$ cat src/rtl/fifo_burst_drain_controller_pkg.sv
// Shared types and helpers for the FIFO burst drain controller.
package fifo_drain_pkg;

    typedef enum logic [1:0] {
        IDLE  = 2'd0,
        WAIT  = 2'd1,
        BURST = 2'd2,
        CLEAR = 2'd3
    } drain_state_t;

    localparam int BURSTS_DONE_WIDTH = 16;
    localparam int LEN_CALC_WIDTH    = 32;

    // A zero burst length still moves one word so the stream always sees a last beat.
    function automatic logic [LEN_CALC_WIDTH-1:0] effective_len(input logic [LEN_CALC_WIDTH-1:0] burst_len);
        return (burst_len == '0) ? LEN_CALC_WIDTH'(1) : burst_len;
    endfunction

endpackage

$ cat src/rtl/fifo_burst_drain_controller_if.sv
// Valid/ready output stream with last marker, from the drain controller to the packetiser.
interface fifo_burst_drain_controller_if #(
    parameter int DATA_WIDTH = 16
);
    logic [DATA_WIDTH-1:0] out_data;
    logic                  out_valid;
    logic                  out_ready;
    logic                  out_last;

    modport master (output out_data, output out_valid, output out_last, input out_ready);
    modport slave  (input out_data, input out_valid, input out_last, output out_ready);
endinterface

$ cat src/rtl/fifo_burst_drain_controller_timeout.sv
// Saturating idle counter that flags when it has reached a nonzero threshold.
module drain_timeout_counter #(
    parameter int WIDTH = 16
) (
    input  logic             clock,
    input  logic             reset,
    input  logic             clear,
    input  logic             count_en,
    input  logic [WIDTH-1:0] threshold,
    output logic             expired
);
    logic [WIDTH-1:0] count;

    assign expired = (threshold != '0) && (count >= threshold);

    always_ff @(posedge clock) begin
        if (reset || clear)
            count <= '0;
        else if (count_en && !expired)
            count <= count + WIDTH'(1);
    end
endmodule

$ cat src/rtl/fifo_burst_drain_controller.sv
// Drains programmed bursts from the show-ahead sample FIFO onto a valid/ready stream.
// Optional partial-burst timeout: define FIFO_DRAIN_TIMEOUT_EN.
module fifo_burst_drain_controller
    import fifo_drain_pkg::*;
#(
    parameter int ADDRESS_WIDTH = 8,
    parameter int DATA_WIDTH    = 16,
    parameter int TIMEOUT_WIDTH = 16
) (
    input  logic                         clock,
    input  logic                         reset,
    input  logic                         enable,
    input  logic                         sw_clear,
    input  logic [ADDRESS_WIDTH-1:0]     burst_len,
    input  logic [TIMEOUT_WIDTH-1:0]     timeout_cycles,
    input  logic [ADDRESS_WIDTH-1:0]     fifo_data_count,
    input  logic                         fifo_full,
    input  logic                         fifo_empty,
    input  logic [DATA_WIDTH-1:0]        fifo_read_data,
    output logic                         fifo_read_increment,
    output logic                         fifo_clear,
    fifo_burst_drain_controller_if.master out_stream,
    output logic                         busy,
    output logic                         burst_aborted,
    output logic [BURSTS_DONE_WIDTH-1:0] bursts_done
);
    localparam int OW = ADDRESS_WIDTH + 1;

    drain_state_t  state;
    logic [OW-1:0] burst_remaining;
    logic [OW-1:0] occ;
    logic [OW-1:0] len;
    logic          in_burst;
    logic          accept;
    logic          last_accept;
    logic          aborted_q;
    logic          timeout_hit;

    // Count reads 0 at full, so the full flag supplies the missing top bit.
    assign occ = fifo_full ? {1'b1, {ADDRESS_WIDTH{1'b0}}} : {1'b0, fifo_data_count};
    assign len = OW'(effective_len(LEN_CALC_WIDTH'(burst_len)));

    assign in_burst    = (state == BURST);
    assign accept      = out_stream.out_valid && out_stream.out_ready;
    assign last_accept = accept && (burst_remaining == OW'(1));

    assign out_stream.out_valid = in_burst && !fifo_empty;
    assign out_stream.out_data  = in_burst ? fifo_read_data : '0;
    assign out_stream.out_last  = out_stream.out_valid && (burst_remaining == OW'(1));

    assign fifo_read_increment = accept;
    assign fifo_clear          = (state == CLEAR);
    assign busy                = (state == BURST) || (state == CLEAR);
    assign burst_aborted       = (state == CLEAR) && aborted_q;

`ifdef FIFO_DRAIN_TIMEOUT_EN
    logic wait_partial;
    logic tmo_clear;
    logic tmo_expired;

    assign wait_partial = (state == WAIT) && enable && (occ != '0) && (occ < len);
    assign tmo_clear    = (state != WAIT) || (occ == '0) || (occ >= len);
    assign timeout_hit  = wait_partial && tmo_expired;

    drain_timeout_counter #(.WIDTH(TIMEOUT_WIDTH)) u_timeout (
        .clock     (clock),
        .reset     (reset),
        .clear     (tmo_clear),
        .count_en  (wait_partial),
        .threshold (timeout_cycles),
        .expired   (tmo_expired)
    );
`else
    logic unused_timeout;
    assign unused_timeout = ^timeout_cycles;
    assign timeout_hit    = 1'b0;
`endif

    always_ff @(posedge clock) begin
        if (reset) begin
            state           <= IDLE;
            burst_remaining <= '0;
            bursts_done     <= '0;
            aborted_q       <= 1'b0;
        end else begin
            aborted_q <= sw_clear && in_burst && !last_accept;
            if (last_accept)
                bursts_done <= bursts_done + BURSTS_DONE_WIDTH'(1);
            if (accept)
                burst_remaining <= burst_remaining - OW'(1);

            if (sw_clear) begin
                state <= CLEAR;
            end else begin
                case (state)
                    IDLE:  if (enable) state <= WAIT;
                    WAIT: begin
                        if (!enable) begin
                            state <= IDLE;
                        end else if (occ >= len) begin
                            burst_remaining <= len;
                            state           <= BURST;
                        end else if (timeout_hit) begin
                            burst_remaining <= occ;
                            state           <= BURST;
                        end
                    end
                    BURST: if (last_accept) state <= enable ? WAIT : IDLE;
                    CLEAR: state <= enable ? WAIT : IDLE;
                    default: state <= IDLE;
                endcase
            end
        end
    end
endmodule

$ cat src/flat_wrapper.sv
// flat-port wrapper written by rule: the top's interface ports become plain ports
module fifo_burst_drain_controller_flat import fifo_drain_pkg::*;
#(
    parameter int ADDRESS_WIDTH = 8,
    parameter int DATA_WIDTH    = 16,
    parameter int TIMEOUT_WIDTH = 16
)
  (clock, reset, enable, sw_clear, burst_len, timeout_cycles, fifo_data_count, fifo_full, fifo_empty, fifo_read_data, fifo_read_increment, fifo_clear, busy, burst_aborted, bursts_done, out_stream_out_data, out_stream_out_valid, out_stream_out_last, out_stream_out_ready);
  fifo_burst_drain_controller_if #(.DATA_WIDTH(DATA_WIDTH)) out_stream_i ();
  input  logic clock;
  input  logic reset;
  input  logic enable;
  input  logic sw_clear;
  input  logic [ADDRESS_WIDTH-1:0] burst_len;
  input  logic [TIMEOUT_WIDTH-1:0] timeout_cycles;
  input  logic [ADDRESS_WIDTH-1:0] fifo_data_count;
  input  logic fifo_full;
  input  logic fifo_empty;
  input  logic [DATA_WIDTH-1:0] fifo_read_data;
  output logic fifo_read_increment;
  output logic fifo_clear;
  output logic busy;
  output logic burst_aborted;
  output logic [BURSTS_DONE_WIDTH-1:0] bursts_done;
  output wire logic [$bits(out_stream_i.out_data)-1:0] out_stream_out_data;
  output wire logic [$bits(out_stream_i.out_valid)-1:0] out_stream_out_valid;
  output wire logic [$bits(out_stream_i.out_last)-1:0] out_stream_out_last;
  input wire logic [$bits(out_stream_i.out_ready)-1:0] out_stream_out_ready;
  assign out_stream_out_data = out_stream_i.out_data;
  assign out_stream_out_valid = out_stream_i.out_valid;
  assign out_stream_out_last = out_stream_i.out_last;
  assign out_stream_i.out_ready = out_stream_out_ready;
  fifo_burst_drain_controller #(.ADDRESS_WIDTH(ADDRESS_WIDTH), .DATA_WIDTH(DATA_WIDTH), .TIMEOUT_WIDTH(TIMEOUT_WIDTH)) u_core (.clock(clock), .reset(reset), .enable(enable), .sw_clear(sw_clear), .burst_len(burst_len), .timeout_cycles(timeout_cycles), .fifo_data_count(fifo_data_count), .fifo_full(fifo_full), .fifo_empty(fifo_empty), .fifo_read_data(fifo_read_data), .fifo_read_increment(fifo_read_increment), .fifo_clear(fifo_clear), .out_stream(out_stream_i), .busy(busy), .burst_aborted(burst_aborted), .bursts_done(bursts_done));
endmodule
$ cat config.mk
export PLATFORM = sky130hd
export DESIGN_NAME = fifo_burst_drain_controller_flat
export DESIGN_NICKNAME = d
export VERILOG_FILES = /design/src/rtl/fifo_burst_drain_controller_pkg.sv /design/src/rtl/fifo_burst_drain_controller_if.sv /design/src/rtl/fifo_burst_drain_controller_timeout.sv /design/src/rtl/fifo_burst_drain_controller.sv /design/src/flat_wrapper.sv
export SDC_FILE = /design/constraint.sdc
export NUM_CORES = 1
export LEC_CHECK = 0
export CAP_MARGIN = 5
export CORE_MARGIN = 3
export CORE_UTILIZATION = 41
export CTS_BUF_LIST = sky130_fd_sc_hd__clkbuf_8
export DETAILED_ROUTE_END_ITERATION = 7
export GPL_ROUTABILITY_DRIVEN = 0
export MAX_ROUTING_LAYER = met4
export PLACE_DENSITY = 0.84
export SLEW_MARGIN = 20
export SYNTH_ARGS = -nofsm -noshare
export SYNTH_HDL_FRONTEND = slang
export SYNTH_SLANG_ARGS = --single-unit
$ cat constraint.sdc
create_clock -name clock -period 2.5 [get_ports clock]
set_input_delay 0.5 -clock clock [delete_from_list [all_inputs] [get_ports clock]]
set_output_delay 0.5 -clock clock [all_outputs]
set_load 0.05 [all_outputs]
After elaboration in Yosys (flattened, before gate mapping)
Cells that the tools add are included.
{ "totals": {"output_inout_bits": 38, "ff_bits": 28, "elab_cells": 42} }
{ "op_classes": {"n_lt_le_gt_ge": 1, "n_reduce_logical": 13, "add_sub_neg": 2, "n_mux": 15, "eq_ne": 7} }
{ "ops": {"columns": ["op", "n"], "rows": [
  ["9-bit 2-to-1 mux", 6],
  ["16-bit by 1-bit adder with 16-bit output, second input constant", 1],
  ["16-bit 2-to-1 mux", 1],
  ["2-bit 2-to-1 mux", 5],
  ["9-bit by 1-bit equality test with 1-bit output, second input constant", 1],
  ["9-bit >= comparator", 1],
  ["9-bit by 1-bit subtractor with 9-bit output, second input constant", 1],
  ["8-bit logical NOT", 1],
  ["8-bit 2-to-1 mux", 1],
  ["2-bit case mux with 4 select lines", 1],
  ["1-bit logical AND", 7],
  ["3-bit != test, second input constant", 2],
  ["2-bit equality test, second input constant", 2],
  ["4-bit by 3-bit != test with 1-bit output, second input constant", 1],
  ["3-bit AND reduction", 1],
  ["2-bit by 1-bit equality test with 1-bit output, second input constant", 1],
  ["1-bit logical NOT", 2],
  ["2-bit logical NOT", 1],
  ["1-bit logical OR", 1],
  ["1-bit 2-to-1 mux", 1]
]} }

Logic depth before layout (Yosys ltp)
Gate-level depths: netlist (run 1).
{ "depth": {"word_depth": 8, "mapped_depth": 8} }

Worst setup path before layout (run 1)
Ideal clock, no wire load.
{ "synth_path": {"kind": "reg2out", "start": "register u_core.burst_remaining[5]", "end": "output port out_stream_out_last", "slack_ns": -0.021, "arrival_time_ns": 2.021, "stages_incl_launch_ff": 4, "path_buffers": 0, "path_cell_list": "dfxtp_1 -> nor4_1 -> nand2_1 -> nor3_1"} }
{ "synth_between": {"elab_chain_len": 2} }
{ "synth_lines": {"columns": ["item", "line", "rtl"], "rows": [
  ["start, declared", "fifo_burst_drain_controller.sv:30", "logic [OW-1:0] burst_remaining;"],
  ["start signal, assigned", "fifo_burst_drain_controller.sv:90", "burst_remaining <= burst_remaining - OW'(1);"],
  ["start signal, assigned", "fifo_burst_drain_controller.sv:101", "burst_remaining <= len;"],
  ["9-bit by 1-bit equality test with 1-bit output", "fifo_burst_drain_controller.sv:49", "assign out_stream.out_last = out_stream.out_valid && (burst_remaining == OW'(1));"],
  ["1-bit logical AND", "fifo_burst_drain_controller.sv:49", null],
  ["end, declared", "flat_wrapper.sv:27", "output wire logic [$bits(out_stream_i.out_last)-1:0] out_stream_out_last;"]
]} }
No other way between the ends.

Final worst setup path (run 1)
{ "layout_path": {"start": "register u_core.burst_remaining[1]", "end": "output port out_stream_out_last"} }
Same word-level chain as after synthesis.

==> metrics.yaml, run 1 <==
run_status: "finished clean"
arrival_ps: 1920
dieArea_um2: 5310
drive_gt1_share_pct: 20.3
place_ws_ps: -548
synth_cell_types: 42
path_class: "reg2out"
grt-ovfl-total: 0
synth_top_family_by_area: "simple AND/OR/NAND/NOR gates"
worst_ep_required_time_ps: 2000
worstMarginPinSlew_ps: 628
worstPathMaxFanout: 6
startpoint_type: "flop"
postRouteAntennaNets: 0
p_total_w: 0.00111
dp_hpwl_mm: 3.87
synth_warnings: 0
syn_area_um2: 1830
slew_violations: 0
fin_crit_ps: 2420
max-slew-margin-rel_pct: 58.0
max_freq_ghz: 0.412
p_leak_nw: 1.29
grt_max_degree: 18
drt-total-wl_mm: 5.14
area.growth.synth_to_final_pct: 70.0
post_drt_wl_per_cell_um: 13.9
fin_crit_sh_pct: 97.0
fin_ws_ps: 75.5
antenna_found_initial: 0
synth_xor_xnor_area_share_pct: 10.5
clock_latency_ps: 280
port-buffer-count: 76
end_kind: "output pin"
tritoncts: "yes"
dp.cells: 361
finalClockSkew_ps: 7.53
clkSlewWorstSetupHoldPaths_ps: 90
synth_area_per_cell_um2: 8.23
setup_viol: 0
htreeDepth: 1
syn_inst: 223
layout.nets: 387
fin_setup_tns_ps: 0
first_pass_iters: 4
first_iter_violations: 71
grt_usage_pct: 19.5
numCtsBuffers: 3
hold_path_class: "reg2reg"
synth_fa_ha_area_share_pct: 7.50
synth_compound_area_share_pct: 6.34
muxShareOfSynthArea_pct: 5.32
yosys.area.top_type: "dfxtp_1"
clock-sinks: 28
die_w_um: 72.9
synth_top_area_share_pct: 30.6
die_h_um: 72.9
coreArea_um2: 4140
initial_core_util_pct: 44.3
vias: 1890
ys_ff_latch: 28
drv_cap: 0
startpoint: "u_core.burst_remaining[1]"
hold_start: "u_core.bursts_done[15]"
fp-row-count: 23
cts_buffer_depth: 2
peakVddDrop_mv: 0.375
fin_cells: 370
routed_via_density: 5.11
synth.area.top_cells: "dfxtp_1 (31%), ha_1 (7.5%), nor2_1 (7.0%)"
powerDensity_nw_per_um2: 356
drc_errors: 0
synth_nets: 289
num_io_pins: 93
ys_seq_area_share_pct: 30.6
first_global_vias: 1819
cts_root_buffer: "clkbuf_8"
regToRegStartpoint: "u_core.burst_remaining[1]"
synth-simple-area-share_pct: 35.4
antennaDiodeCount: 0
timing.final.hold_violations: 0
grt_pass1_wl_mm: 8.12
## cell type report
cell class | instances | area [um2]
Sequential cell | 28 | 561
Timing Repair Buffer | 100 | 1140
Multi-Input combinational cell | 175 | 1250
Clock buffer | 4 | 55.1
Fill cell | 273 | 1030
Inverter | 13 | 48.8
Tap cell | 50 | 62.6
## cell usage in the layout, fill, tap and decap left out, drive strengths merged, types with 9 or more instances in the layout
| master | count |
|---|---|
| and2 | 17 |
| buf | 43 |
| clkdlybuf4s50 | 49 |
| nor2 | 35 |
| nor3 | 9 |
| inv | 13 |
| dfxtp | 28 |
| ha | 11 |
| xor2 | 12 |
| nand3 | 9 |
| nand2 | 15 |
| xnor2 | 10 |
## worst max-delay path: stages (launching register included)
cell	delay, ps
dfxtp_1	340
inv_1	80
ha_1	180
nor4b_1	360
nand2_1	270
nor3_2	250
buf_12	170
## report_power, final
part	switching [W]	internal [W]
clock network	0.000143	0.000141
registers	0.0000134	0.000457
logic	0.000169	0.000188
total	0.000325	0.000786
## flip-flops by register name (all words and copies together) (netlist names)
register / flops
u_core.aborted_q: 1
u_core.burst_remaining: 9
u_core.bursts_done: 16
u_core.state: 2
## Yosys cell counts (all sizes together)
cell type,n
nor3,9
nor3b,2
xor2,12
nor2,35
mux2,6
a211oi,2
mux2i,3
nand2,15
nand2b,3
nand4b,3
clkbuf,5
and4bb,1
a41oi,2
inv,13
dfxtp,28
a41o,1
o21ai,2
o41ai,1
o211ai,1
and2b,7
xnor2,10
nor2b,2
and4,1
and2,17
buf,2
nand4,6
nor4b,1
nor4,2
nand3b,1
and4b,1
or2,1
a21oi,4
and3,3
nand3,9
ha,11
a21o,1
## cells by family (layout without fill, tap and decap cells)
family	Yosys count	after routing
xor gates and xnor gates	22	22
DFF	28	28
muxes	9	9
buffers and inverters	20	117
and+or+nand+nor	119	119
AOI/OAI and AO/OA	14	14
adders and majority gates	11	11
## path summary, 6_finish.rpt
kind | slack (ps) | to | depth (start not counted)
min | 530 | u_core.bursts_done[15] | 2
min reg2reg | 530 | u_core.bursts_done[15] | 2
max reg2reg | 660 | u_core.bursts_done[6] | 7
max | 80 | out_stream_out_last | 6
## timing repair
action,4_1_cts,5_1_grt
buffers inserted,3,2
resized for setup,10,14
hold buffers,0,0
endpoints found under the setup margin,10,10
pin swaps,5,5
## through the flow
step / util (%) / cell area, um2 / hold WS [ps]
finish: 75.2 / 3120 / 530
global route: 75.2 / 3120 / 571
CTS: 73.9 / 3060 / 535
detailed placement: 71.5 / 2960 / 507
global placement: 71.5 / 2960 / 496
floorplan: - / 1840 / 532
## routing by layer
metal  wire [um]  vias to the layer above  track usage, %
met5           0                        -               -
met2        2610                       74            35.0
met3         336                       12            3.86
li1            -                      944               -
met1        2100                      860            22.4
met4          89                        0            3.89
Power figures use the tool's default switching activity.
==> run 2: changes to the inputs <==
--- a/config.mk
+++ b/config.mk
@@ -7,12 +7,12 @@
 export LEC_CHECK = 0
 export CAP_MARGIN = 5
 export CORE_MARGIN = 3
-export CORE_UTILIZATION = 41
+export CORE_UTILIZATION = 45
 export CTS_BUF_LIST = sky130_fd_sc_hd__clkbuf_8
 export DETAILED_ROUTE_END_ITERATION = 7
 export GPL_ROUTABILITY_DRIVEN = 0
 export MAX_ROUTING_LAYER = met4
-export PLACE_DENSITY = 0.84
+export PLACE_DENSITY = 0.91
 export SLEW_MARGIN = 20
 export SYNTH_ARGS = -nofsm -noshare
 export SYNTH_HDL_FRONTEND = slang
==> constraint.sdc (replaced) <==
create_clock -name clock -period 3.1 [get_ports clock]
set_input_delay 0.62 -clock clock [delete_from_list [all_inputs] [get_ports clock]]
set_output_delay 0.62 -clock clock [all_outputs]
set_load 0.05 [all_outputs]
==> run 2 against run 1 <==
Net effect: clock skew is 3.2 ps lower; die area shrank 8.2%; clock power rose by 2%; via count down 2.9%; first-iteration DRC count fell by 13%; sequential cell count is the same; setup slack gained 160 ps; worst hold slack lost 18 ps; sequential power shrank 20%; register-to-register slack better by 580 ps; global-route usage rose by 0.46 points; combinational power down 33%.
==> metrics.yaml, run 2 (synthesized netlist as in run 1, its figures left out) <==
num_io_pins: 93
tritoncts: "yes"
post-route-util_pct: 73.3
postRouteAntennaNets: 0
antenna_found_initial: 0
finalClockSkew_ps: 4.30
largest_reg_flops: 16
die_w_um: 69.8
arrival_ps: 3040
coreArea_um2: 3800
run_status: "finished clean"
rrSetupSlack_ps: 1240
regToRegStartpoint: "u_core.burst_remaining[3]"
wl_met3_um: 265
area.growth.synth_to_final_pct: 51.7
rr_worst_depth: 6
cts_resized: 0
clock_latency_ps: 280
dp_hpwl_mm: 3.76
reg.largest.list: "u_core.bursts_done: 16 flops, u_core.burst_remaining: 9 flops, u_core.state: 2 flops"
place_ws_ps: -48.0
die_h_um: 69.8
peakVddDrop_mv: 0.208
vias: 1835
drt-met1-wl_mm: 1.96
cts_hold_buf: 0
path_class: "in2reg"
timing.final.hold_violations: 0
post_cts_buffers: 0
first_iter_violations: 62
drv_cap: 0
initial_core_util_pct: 48.3
powerDensity_nw_per_um2: 325
dieArea_um2: 4880
slowest_delay_ps: 630
numCtsBuffers: 3
drive_gt1_share_pct: 8.85
whs_endpoint: "u_core.bursts_done[2]"
rsz0062_at_grt: "false"
fin_crit_sh_pct: 92.4
fp-row-count: 22
crit_chain: "clkdlybuf4s50_1 -> and2b_1 -> ha_1 -> nand4b_4 -> nor2_2 -> a41oi_2 -> a211oi_4 -> buf_12 -> mux2_2"
hold_path_class: "reg2reg"
routed_via_density: 5.20
max-slew-margin-rel_pct: 46.6
layout_common_cells: "clkdlybuf4s50_1 (74), nor2_1 (34), dfxtp_1 (28)"
cts_buffer_depth: 2
hold_slack_ps: 513
grt-ovfl-total: 0
p_leak_nw: 1.10
grt_pass1_wl_mm: 7.85
worstHoldPathCells: 2
crit_buf_inv: 2
end_kind: "flop"
startpoint_type: "primary input"
placed_area_um2: 2710
hold_start: "u_core.bursts_done[2]"
final_common_cell: "clkdlybuf4s50_1"
cp_top_family: "buffers and inverters"
setup_viol: 0
drc_errors: 0
clock-sinks: 28
max_freq_ghz: 0.349
post_drt_wl_per_cell_um: 13.1
first_global_vias: 1726
cts_root_buffer: "clkbuf_8"
drt-total-wl_mm: 4.63
layout.nets: 372
slowest_stage: "clkdlybuf4s50_1"
worstMarginPinSlew_ps: 799
routed.top_layer: "met4"
port-buffer-count: 76
r2r-end: "u_core.bursts_done[2]"
fin_ws_ps: 234
htreeDepth: 1
met2_length_mm: 2.33
worstPathMaxFanout: 9
grt_usage_pct: 19.9
slew_violations: 0
clkSlewWorstSetupHoldPaths_ps: 100
antennaDiodeCount: 0
regMostFlops: "u_core.bursts_done"
post-route-cell-area_um2: 2780
first_pass_iters: 4
fin_crit_ps: 2870
worst_ep_required_time_ps: 3270
grt_max_degree: 23
[run 2: cell count changes in the layout (fill, tap and decap cells not counted), moves of 2 or more]
cell             before  now
nor4_1                0    2
dlymetal6s2s_1        3    0
mux2_2                0    6
buf_6                 2    0
buf_12               19    2
dlygate4sd2_1         4    0
clkdlybuf4s50_1      49   74
buf_4                22    9
nor4_2                2    0
mux2_4                6    0
[run 2: worst max path at each step]
stage | slack [ps] | from | cells past startpoint | endpoint
after global placement | 30 | fifo_full | 9 | u_core.burst_remaining[4]
after global routing | 130 | fifo_full | 9 | u_core.burst_remaining[5]
after floorplan | 460 | u_core.burst_remaining[5] | 3 | out_stream_out_last
final | 230 | fifo_full | 9 | u_core.burst_remaining[4]
after CTS | 230 | fifo_full | 9 | u_core.burst_remaining[3]
after detailed placement | -50 | fifo_full | 9 | u_core.burst_remaining[3]
[run 2: worst register-to-register path: stages, from the launching register on]
cell     delay [ps]
dfxtp_1         350
nor4_1          500
and4b_1         260
buf_4           200
nand2_1          80
or2_2           270
a21oi_1         130
[run 2: cell type report]
class                      count  area [um2]
fill                         282        1020
timing repair buffer          85         848
sequential                    28         561
multi-input combinational    175        1190
inverter                      13        48.8
clock inverter                 1        30.0
tap                           48        60.1
clock buffer                   3        41.3
[run 2: metrics by stage]
stage | total power, W | instances | TNS, ps
after floorplan | 0.000520 | 223 | 0
after global placement | 0.000617 | 349 | 0
after detailed placement | 0.000624 | 349 | -233
after CTS | 0.000907 | 353 | 0
after global routing | 0.000936 | 353 | 0
final | 0.000906 | 353 | 0
[run 2: layer usage]
layer | GRT usage [%] | up-vias
met3 | 3.33 | 7
met5 | - | -
met2 | 33.7 | 68
li1 | - | 914
met4 | 5.74 | 0
met1 | 24.4 | 846
[run 2: power breakdown]
group / switching [W] / internal [W] / total, W
registers: 0.00000983 / 0.000369 / 0.000379
clock network: 0.000116 / 0.000173 / 0.000289
logic: 0.000123 / 0.000115 / 0.000238
==> run 3: changes to the inputs <==
--- a/config.mk
+++ b/config.mk
@@ -13,6 +13,7 @@
 export GPL_ROUTABILITY_DRIVEN = 0
 export MAX_ROUTING_LAYER = met4
 export PLACE_DENSITY = 0.91
+export REMOVE_ABC_BUFFERS = 1
 export SLEW_MARGIN = 20
 export SYNTH_ARGS = -nofsm -noshare
 export SYNTH_HDL_FRONTEND = slang
==> run 3 against run 2 <==
Net effect: via count increased by 1.4%; fmax is 0.60% lower; critical path depth is 1 higher; sequential share of layout area shrank 0.13 points; register-to-register slack got worse by 230 ps; count of clock-buffer cells in the layout did not move; setup slack got worse by 17 ps; total power grew 0.63%; first-iteration DRC count decreased by 4.8%; clock power hardly changed; core utilization grew 0.46 points; final area increased by 0.63%; critical path type unchanged; critical endpoint is now u_core.burst_remaining[7]; largest cell class unchanged.
==> metrics.yaml, run 3 (synthesized netlist as in run 1, its figures left out) <==
run_status: "finished clean"
max_freq_ghz: 0.347
p_leak_nw: 1.12
initial_core_util_pct: 48.3
cts_buffer_depth: 2
regMostFlops: "u_core.bursts_done"
slowest_stage: "clkdlybuf4s50_1"
drive_gt1_share_pct: 10.0
fp-row-count: 22
timing.final.hold_violations: 0
clock-sinks: 28
largest_reg_flops: 16
htreeDepth: 1
hold_path_class: "reg2reg"
cp_top_family: "compound AO/OA/AOI/OAI gates"
layout_common_cells: "clkdlybuf4s50_1 (74), nor2_1 (34), dfxtp_1 (28)"
num_io_pins: 93
drt-total-wl_mm: 4.85
hold_start: "u_core.bursts_done[2]"
slowest_delay_ps: 430
setup_viol: 0
hold_slack_ps: 523
grt-ovfl-total: 0
die_w_um: 69.8
reg.largest.list: "u_core.bursts_done: 16 flops, u_core.burst_remaining: 9 flops, u_core.state: 2 flops"
antenna_found_initial: 0
grt_pass1_wl_mm: 8.01
clock_latency_ps: 280
startpoint: "burst_len[5]"
cts_root_buffer: "clkbuf_8"
drv_cap: 0
crit_chain: "clkdlybuf4s50_1 -> nor4_1 -> a41o_1 -> ha_1 -> a41oi_1 -> nor2b_1 -> o21ai_1 -> a211oi_4 -> buf_4 -> mux2_2"
area.growth.synth_to_final_pct: 52.7
dp.cells: 350
clkSlewWorstSetupHoldPaths_ps: 100
max-slew-margin-rel_pct: 61.5
numCtsBuffers: 3
routed_via_density: 5.21
slew_violations: 0
grt_usage_pct: 20.4
startpoint_type: "primary input"
worst_ep_required_time_ps: 3280
worstPathMaxFanout: 8
port-buffer-count: 76
final_common_cell: "clkdlybuf4s50_1"
post_drt_wl_per_cell_um: 13.6
fin_cells: 357
arrival_ps: 3070
tritoncts: "yes"
first_global_vias: 1787
grt_max_degree: 18
die_h_um: 69.8
layout.nets: 376
fin_crit_sh_pct: 93.0
first_pass_iters: 4
cts_hold_buf: 0
first_iter_violations: 59
drc_errors: 0
vias: 1861
peakVddDrop_mv: 0.192
end_kind: "flop"
regToRegStartpoint: "u_core.burst_remaining[5]"
antennaDiodeCount: 0
path_class: "in2reg"
dp_hpwl_mm: 3.84
worstMarginPinSlew_ps: 572
crit_buf_inv: 2
coreArea_um2: 3800
postRouteAntennaNets: 0
finalClockSkew_ps: 5.18
rsz0062_at_grt: "false"
powerDensity_nw_per_um2: 325
dieArea_um2: 4880
fin_crit_ps: 2880
fin_setup_tns_ps: 0
post-route-util_pct: 73.7
==> run 3: cell count changes in the layout (fill, tap and decap cells not counted), sizes merged <==
cell	delta
buf	+4
==> run 3: layout make-up <==
type                            count  area [um2]
Sequential cell                    28         561
Timing Repair Buffer               89         866
Clock buffer                        3        41.3
Fill cell                         272         998
Clock inverter                      1        30.0
Multi-Input combinational cell    175        1190
Tap cell                           48        60.1
Inverter                           13        48.8
==> run 3: tightest hold or removal path, stage by stage (launching register included) <==
cell and delay, ps:
dfxtp_1 360, nand2_1 70, a21oi_1 50
==> run 3: final timing paths <==
path / to / cells past startpoint / slack (ps)
worst max-delay path: u_core.burst_remaining[7] / 10 / 220
worst min-delay path: u_core.bursts_done[2] / 2 / 520
worst max register to register: u_core.bursts_done[7] / 6 / 1010
worst min register to register: u_core.bursts_done[2] / 2 / 520
==> run 3: where the power goes <==
part           switching (W)  internal [W]
logic               0.000124      0.000117
registers          0.0000100      0.000369
clock network       0.000118      0.000173
==> run 3: layer usage <==
metal | global-route usage [%] | part of all wire, % | vias up
li1 | - | - | 925
met1 | 23.3 | 41 | 856
met2 | 35.6 | 50 | 75
met3 | 3.91 | 7.3 | 5
met4 | 6.60 | 1.4 | 0
met5 | - | 0 | -
==> run 3: stage by stage <==
step / cell area, um2 / setup WS [ps] / total power [W]
final: 2800 / 217 / 0.000911
after global routing: 2800 / 52.6 / 0.000950
after global placement: 2710 / -125 / 0.000618
after floorplan: 1800 / 459 / 0.000514
after CTS: 2780 / 125 / 0.000917
after detailed placement: 2710 / -161 / 0.000626
==> run 3: repair_timing <==
item	4_1_cts	5_1_grt
buffers inserted	0	3
gates resized for setup	0	0
endpoints found under the setup margin	0	6
hold endpoints to repair	0	0
